===== config.mk =====
export PLATFORM = sky130hd
export DESIGN_NAME = mult_pipe_nxn
export DESIGN_NICKNAME = d
export VERILOG_FILES = /design/src/rtl/mult_pkg.sv /design/src/rtl/mult_pipe_row.sv /design/src/rtl/mult_pipe_nxn.sv
export SDC_FILE = /design/constraint.sdc
export NUM_CORES = 1
export LEC_CHECK = 0
export ABC_AREA = 1
export BUFFER_PORTS_ARGS = -buffer_cell sky130_fd_sc_hd__buf_2
export CAP_MARGIN = 0
export CORE_UTILIZATION = 55
export DETAILED_ROUTE_END_ITERATION = 8
export PLACE_DENSITY = 0.75
export RECOVER_POWER = 50
export SETUP_SLACK_MARGIN = 0.2
export SYNTH_ARGS = -nofsm -noshare
export SYNTH_HDL_FRONTEND = slang
export SYNTH_SLANG_ARGS = --single-unit

===== constraint.sdc =====
create_clock -name CP -period 2.12 [get_ports CP]
set_clock_uncertainty 0.15 [all_clocks]
set_input_delay 0.424 -clock CP [delete_from_list [all_inputs] [get_ports CP]]
set_output_delay 0.424 -clock CP [all_outputs]
set_load 0.02 [all_outputs]

===== src/rtl/mult_pkg.sv =====
// Shared helpers for the shift-add multiplier family.
//   latency(width)  : input-sample edge to OUT_VALID edge, in enabled cycles
//   sum_w(width)    : per-row adder width (partial sum plus carry)
//   prod_w(width)   : full product width
//   abs_mag(...)    : magnitude of a (possibly two's-complement) operand
package mult_pkg;

    localparam int unsigned MAX_W = 32;

    function automatic int unsigned latency(input int unsigned width);
        return width + 2;
    endfunction

    function automatic int unsigned sum_w(input int unsigned width);
        return width + 1;
    endfunction

    function automatic int unsigned prod_w(input int unsigned width);
        return 2 * width;
    endfunction

    // Low `width` bits of the result are the magnitude; -2^(w-1) maps to 2^(w-1).
    function automatic logic [MAX_W-1:0] abs_mag(input logic [MAX_W-1:0] value,
                                                 input logic               is_signed,
                                                 input int unsigned        width);
        logic msb;
        msb = value[5'(width - 1)];
        if (is_signed && msb) begin
            return (~value) + MAX_W'(1);
        end
        return value;
    endfunction

endpackage


===== src/rtl/mult_pipe_row.sv =====
// One accumulation row of the shift-add multiplier.
//   i_cp/i_clr_n/i_ce : clock, async active-low clear, clock enable
//   i_valid/i_neg     : operation tag and result sign, passed through
//   i_mag_a/i_mag_b   : operand magnitudes, passed through
//   i_hi              : upper (still-active) part of the running sum
//   i_lo              : retired low product bits, shifted in from the top
//   o_*               : registered versions for the next row
module mult_pipe_row
    import mult_pkg::*;
#(
    parameter int unsigned WIDTH = 8,
    parameter int unsigned ROW   = 1
) (
    input  logic             i_cp,
    input  logic             i_clr_n,
    input  logic             i_ce,
    input  logic             i_valid,
    input  logic             i_neg,
    input  logic [WIDTH-1:0] i_mag_a,
    input  logic [WIDTH-1:0] i_mag_b,
    input  logic [WIDTH-1:0] i_hi,
    input  logic [WIDTH-1:0] i_lo,
    output logic             o_valid,
    output logic             o_neg,
    output logic [WIDTH-1:0] o_mag_a,
    output logic [WIDTH-1:0] o_mag_b,
    output logic [WIDTH-1:0] o_hi,
    output logic [WIDTH-1:0] o_lo
);

    localparam int unsigned SUM_W = sum_w(WIDTH);

    logic [WIDTH-1:0] w_addend;
    logic [SUM_W-1:0] w_sum;

    logic             r_valid;
    logic             r_neg;
    logic [WIDTH-1:0] r_mag_a;
    logic [WIDTH-1:0] r_mag_b;
    logic [WIDTH-1:0] r_hi;
    logic [WIDTH-1:0] r_lo;

    // Partial product for this row, aligned so the sum's LSB is product bit ROW-1.
    assign w_addend = i_mag_b[ROW-1] ? i_mag_a : '0;
    assign w_sum    = SUM_W'(i_hi) + SUM_W'(w_addend);

    // Row register: LSB of the sum retires into the low word, the rest moves down.
    always_ff @(posedge i_cp or negedge i_clr_n) begin
        if (!i_clr_n) begin
            r_valid <= 1'b0;
            r_neg   <= 1'b0;
            r_mag_a <= '0;
            r_mag_b <= '0;
            r_hi    <= '0;
            r_lo    <= '0;
        end else if (i_ce) begin
            r_valid <= i_valid;
            r_neg   <= i_neg;
            r_mag_a <= i_mag_a;
            r_mag_b <= i_mag_b;
            r_hi    <= w_sum[SUM_W-1:1];
            r_lo    <= WIDTH'({w_sum[0], i_lo} >> 1);
        end
    end

    assign o_valid = r_valid;
    assign o_neg   = r_neg;
    assign o_mag_a = r_mag_a;
    assign o_mag_b = r_mag_b;
    assign o_hi    = r_hi;
    assign o_lo    = r_lo;

endmodule


===== src/rtl/mult_pipe_nxn.sv =====
// Pipelined N x N shift-add multiplier, signed/unsigned per operation.
//   CP        : clock, rising edge
//   CLR_      : async active-low reset
//   CE        : clock enable, freezes the whole pipeline when low
//   IN_VALID  : A/B/SIGNED carry a real operation
//   SIGNED    : 1 = two's-complement operands
//   A, B      : operands
//   OUT_VALID : P holds a new result (stays high through a stall)
//   P         : 2*WIDTH-bit product
module mult_pipe_nxn
    import mult_pkg::*;
#(
    parameter int unsigned WIDTH = 8
) (
    input  logic               CP,
    input  logic               CLR_,
    input  logic               CE,
    input  logic               IN_VALID,
    input  logic               SIGNED,
    input  logic [WIDTH-1:0]   A,
    input  logic [WIDTH-1:0]   B,
    output logic               OUT_VALID,
    output logic [2*WIDTH-1:0] P
);

    localparam int unsigned PW = prod_w(WIDTH);

    logic [WIDTH-1:0] w_abs_a;
    logic [WIDTH-1:0] w_abs_b;
    logic             w_neg_in;

    logic             r_valid0;
    logic             r_neg0;
    logic [WIDTH-1:0] r_mag_a0;
    logic [WIDTH-1:0] r_mag_b0;

    // Stage k output at index k; index 0 is the input register.
    logic             w_valid [0:WIDTH];
    logic             w_neg   [0:WIDTH];
    logic [WIDTH-1:0] w_mag_a [0:WIDTH];
    logic [WIDTH-1:0] w_mag_b [0:WIDTH];
    logic [WIDTH-1:0] w_hi    [0:WIDTH];
    logic [WIDTH-1:0] w_lo    [0:WIDTH];

    logic [PW-1:0]    w_prod;
    logic             r_out_valid;
    logic [PW-1:0]    r_p;

    assign w_abs_a  = WIDTH'(abs_mag(MAX_W'(A), SIGNED, WIDTH));
    assign w_abs_b  = WIDTH'(abs_mag(MAX_W'(B), SIGNED, WIDTH));
    assign w_neg_in = SIGNED & (A[WIDTH-1] ^ B[WIDTH-1]);

    // Input stage: sign-magnitude conversion.
    always_ff @(posedge CP or negedge CLR_) begin
        if (!CLR_) begin
            r_valid0 <= 1'b0;
            r_neg0   <= 1'b0;
            r_mag_a0 <= '0;
            r_mag_b0 <= '0;
        end else if (CE) begin
            r_valid0 <= IN_VALID;
            r_neg0   <= w_neg_in;
            r_mag_a0 <= w_abs_a;
            r_mag_b0 <= w_abs_b;
        end
    end

    assign w_valid[0] = r_valid0;
    assign w_neg[0]   = r_neg0;
    assign w_mag_a[0] = r_mag_a0;
    assign w_mag_b[0] = r_mag_b0;
    assign w_hi[0]    = '0;
    assign w_lo[0]    = '0;

    // One row per multiplier bit.
    for (genvar k = 1; k <= WIDTH; k++) begin : g_row
        mult_pipe_row #(
            .WIDTH (WIDTH),
            .ROW   (k)
        ) u_row (
            .i_cp    (CP),
            .i_clr_n (CLR_),
            .i_ce    (CE),
            .i_valid (w_valid[k-1]),
            .i_neg   (w_neg[k-1]),
            .i_mag_a (w_mag_a[k-1]),
            .i_mag_b (w_mag_b[k-1]),
            .i_hi    (w_hi[k-1]),
            .i_lo    (w_lo[k-1]),
            .o_valid (w_valid[k]),
            .o_neg   (w_neg[k]),
            .o_mag_a (w_mag_a[k]),
            .o_mag_b (w_mag_b[k]),
            .o_hi    (w_hi[k]),
            .o_lo    (w_lo[k])
        );
    end

    assign w_prod = {w_hi[WIDTH], w_lo[WIDTH]};

    // Output stage: restore sign; P only moves when a real result arrives.
    always_ff @(posedge CP or negedge CLR_) begin
        if (!CLR_) begin
            r_out_valid <= 1'b0;
            r_p         <= '0;
        end else if (CE) begin
            r_out_valid <= w_valid[WIDTH];
            if (w_valid[WIDTH]) begin
                r_p <= w_neg[WIDTH] ? (~w_prod + PW'(1)) : w_prod;
            end
        end
    end

    assign OUT_VALID = r_out_valid;
    assign P         = r_p;

endmodule


==> out/qor.yml <==
floorplanning:
  num_io_pins: 38
  rows: 54
  dieHeight_um: 151
  coreArea_mm2: 0.0218
  die_x_um: 151
  die_area_mm2: 0.0227
  start_util_pct: 55.9
sta:
  max_freq_mhz: 528
  fin_crit_sh_pct: 89.4
  maxSlewViolCount: 0
  fin_crit_ns: 1.89
  tightest_slew_ns: 1.20
  hold_violations: 0
  relSlewSlack_pct: 19.9
  rsz0062_at_grt: "yes"
  setup_viol: 0
  fin_setup_tns_ns: 0
  holdWs_ns: 0.0255
logic_synthesis:
  ys_warn_count: 0
  synth_nets: 1660
  syn-cell-area_mm2: 0.0122
  yosys_register_bits: 234
  synth_top_area_share_pct: 48.1
  ys_seq_area_share_pct: 48.1
  synth_top_cell_by_area: "dfrtp_1"
  synthCells: 1574
  synth_area_leaders: "dfrtp_1 48%, nand2_1 21%, ha_1 6.0%"
  postSynthAreaPerCell_um2: 7.73
  synth_cell_types: 27
finish:
  fillerInstances: 1840
  synthToLayoutAreaGrowth_pct: 12.5
  nets: 1704
  multiInputGateArea_mm2: 0.00546
  antenna_cells: 0
  postLayoutCellArea_mm2: 0.0137
  drive_gt1_share_pct: 9.72
  seqCellArea_mm2: 0.00586
global_routing:
  antenna_found_initial: 0
  grt_use_total_pct: 23.0
  grt_pass1_wl_um: 42900
  grt_max_degree: 79
  grt_pass1_vias: 9547
  grt_remaining_overflow: 0
run_status:
  outcome: "finished, final reports clean"
hold_path:
  min_path_type: "in2reg"
  hold_path_depth: 3
  min_to: "r_mag_b0[6]$_DFFE_PN0P_"
  hp-start: "B[6]"
critical_path:
  critPathMaxFanout: 6
  crit_path_end_kind: "flip-flop"
  r2r_slack_ns: 0.23
  cp-start-kind: "flip-flop"
  cpMostUsedCell: "nand2_1"
  cp.required_ns: 2.36
  crit_type: "reg2reg"
  ff2ff_path_depth: 11
  path_cells: "nand2_1 > inv_1 > ha_2 > inv_1 > fa_2 > inv_2 > nand4_1 > nand3_1 > nand2_1 > nand3_1 > nand2_1"
  max_stage_delay_ns: 0.41
  slowest_stage: "dfrtp_2"
  reg2reg_to: "g_row[5].u_row.o_hi[5]$_DFFE_PN0P_"
  r2r-start: "g_row[4].u_row.o_mag_b[4]$_DFFE_PN0P_"
  cp.arrival_ns: 2.14
placement:
  gp_congestion: 0.846
  placed_cell_area_mm2: 0.0126
  dp_hpwl_um: 16900
  port_buffers: 37
clock_network:
  clk_latency_ns: 0.52
  cts.reportedPaths.clkPinSlew_ns: 0.06
  cts_tree: "done"
  htree_num_levels: 1
  numCtsBuffers: 26
  cts.sink_count: 234
  clockRootBuffer: "clkbuf_16"
  clk_path_buf_depth: 3
routing:
  num_vias: 9850
  antenna_left: 0
  firstDrtPassIters: 5
  drcViolationCount: 0
  totalWireLength_um: 25100
  vias_per_cell: 5.14
  wl_per_cell_um: 13.1
  drt_iter0_drc: 543
pwr:
  ir_drop_mv: 0.628
  powerDensity_mw_per_mm2: 984
  power.total_mw: 13.5
  p_leak_nw: 7.74
flow_run:
  cap_violations: 0
[sequential cells by signal, indices dropped and copies added (netlist names)]
name / cells
g_row.u_row.o_hi: 63
r_mag_a0: 8
g_row.u_row.o_neg: 8
g_row.u_row.o_valid: 8
g_row.u_row.o_lo: 36
g_row.u_row.o_mag_a: 56
r_mag_b0: 8
r_valid0: 1
r_neg0: 1
g_row.u_row.o_mag_b: 28
OUT_VALID: 1
P: 16
[cell usage after synthesis]
cell	number
a21oi_1	46
nand3_1	85
a211oi_1	5
clkbuf_8	1
o21ai_1	2
o21ai_0	96
xor2_1	7
inv_1	185
dfrtp_1	234
nor2_2	3
o21a_1	1
ha_1	58
nor2_1	46
nand2_1	690
nand4_1	19
o21ai_2	1
fa_1	7
buf_2	25
o22ai_1	2
inv_2	2
xnor2_1	15
nand2_2	1
clkbuf_1	17
nand3b_1	7
buf_6	11
a31oi_1	4
buf_4	4
[critical path: cells and delay by family, from the launching register on]
kind	cells	cell delay [ns]
simple gates	6	0.49
flops	1	0.41
fa+ha+maj	2	0.51
buf+inv	3	0.21
[worst max-delay path by stage]
stage | from | to | slack [ns] | cells after the start
6_report | g_row[4].u_row.o_mag_b[4]$_DFFE_PN0P_ | g_row[5].u_row.o_hi[5]$_DFFE_PN0P_ | 0.23 | 11
3_5_place_dp | g_row[4].u_row.o_mag_b[4]$_DFFE_PN0P_ | g_row[5].u_row.o_hi[5]$_DFFE_PN0P_ | 0.17 | 11
5_1_grt | g_row[4].u_row.o_mag_b[4]$_DFFE_PN0P_ | g_row[5].u_row.o_hi[5]$_DFFE_PN0P_ | 0.09 | 11
4_1_cts | g_row[6].u_row.o_mag_b[6]$_DFFE_PN0P_ | g_row[7].u_row.o_hi[5]$_DFFE_PN0P_ | 0.21 | 11
2_1_floorplan | g_row[1].u_row.o_mag_b[1]$_DFFE_PN0P_ | g_row[2].u_row.o_hi[5]$_DFFE_PN0P_ | 0.20 | 12
3_3_place_gp | g_row[2].u_row.o_mag_b[2]$_DFFE_PN0P_ | g_row[3].u_row.o_hi[5]$_DFFE_PN0P_ | 0.23 | 11
[what timing repair did]
| action | in CTS | in global routing |
|---|---|---|
| endpoints found under the setup margin | 7 | 36 |
| setup buffers | 0 | 14 |
| gates resized for setup | 6 | 48 |
| hold buffers | 3 | 0 |
| endpoints found under the hold margin | 46 | 0 |
| pin swaps | 0 | 11 |
[logic make-up (layout without fill, tap and decap cells)]
kind of cell / after synthesis / after routing / share of synthesized area (%)
compound gates: 157 / 157 / 6.67
xor+xnor: 22 / 22 / 1.58
fa+ha+maj: 65 / 65 / 7.11
buf+inv: 245 / 306 / 8.70
flops: 234 / 234 / 48.1
simple gates: 851 / 851 / 27.8
[report_power, final]
part	leakage [nW]	total, mW	switching [mW]	internal [mW]
logic	4.32	3.12	1.90	1.22
clock network	0.407	4.27	1.76	2.51
registers	3.01	6.09	0.697	5.39
total	7.74	13.5	4.35	9.13
[metal layers]
metal	GRT usage, %	up-vias	part of all wire [%]
li1	-	4987	-
met1	29.1	4664	45
met2	41.3	158	50
met3	2.91	41	3.1
met4	5.90	0	2.1
met5	0	-	0
[per-stage QoR]
stage / setup WS, ns / utilization, % / std cells
after global routing: 0.0880 / 62.9 / 1915
after floorplan: 0.204 / - / 1574
after global placement: 0.229 / 58.1 / 1853
after detailed placement: 0.165 / 58.1 / 1853
after CTS: 0.214 / 62.0 / 1901
final: 0.225 / 62.9 / 1915
[layout by cell type (no fill, tap or decap), types with 2 or more instances in the layout]
cell / synthesis / final
a211oi_1: 5 / 5
a21oi_1: 46 / 37
a21oi_2: 0 / 9
a31oi_1: 4 / 4
buf_12: 0 / 4
buf_2: 25 / 35
buf_4: 4 / 15
clkbuf_1: 17 / 11
clkbuf_16: 0 / 27
clkbuf_2: 0 / 7
clkbuf_4: 0 / 2
clkbuf_8: 1 / 2
clkinv_2: 0 / 7
clkinv_4: 0 / 2
dfrtp_1: 234 / 228
dfrtp_2: 0 / 6
dlygate4sd3_1: 0 / 3
fa_2: 0 / 7
ha_1: 58 / 40
ha_2: 0 / 8
ha_4: 0 / 10
inv_1: 185 / 181
inv_2: 2 / 5
inv_6: 0 / 2
nand2_1: 690 / 686
nand2_2: 1 / 5
nand3_1: 85 / 85
nand3b_1: 7 / 7
nand4_1: 19 / 19
nor2_1: 46 / 46
nor2_2: 3 / 3
o21ai_0: 96 / 96
o21ai_1: 2 / 2
o22ai_1: 2 / 2
xnor2_1: 15 / 15
xor2_1: 7 / 7
[cell type report]
cell class / count / area share [%]
Sequential cell: 234 / 42.8
Multi-Input combinational cell: 1095 / 39.9
Clock buffer: 34 / 5.27
Inverter: 187 / 5.16
Timing Repair Buffer: 74 / 3.64
Tap cell: 280 / 2.56
Clock inverter: 11 / 0.667
Power figures use the tool's default switching activity.
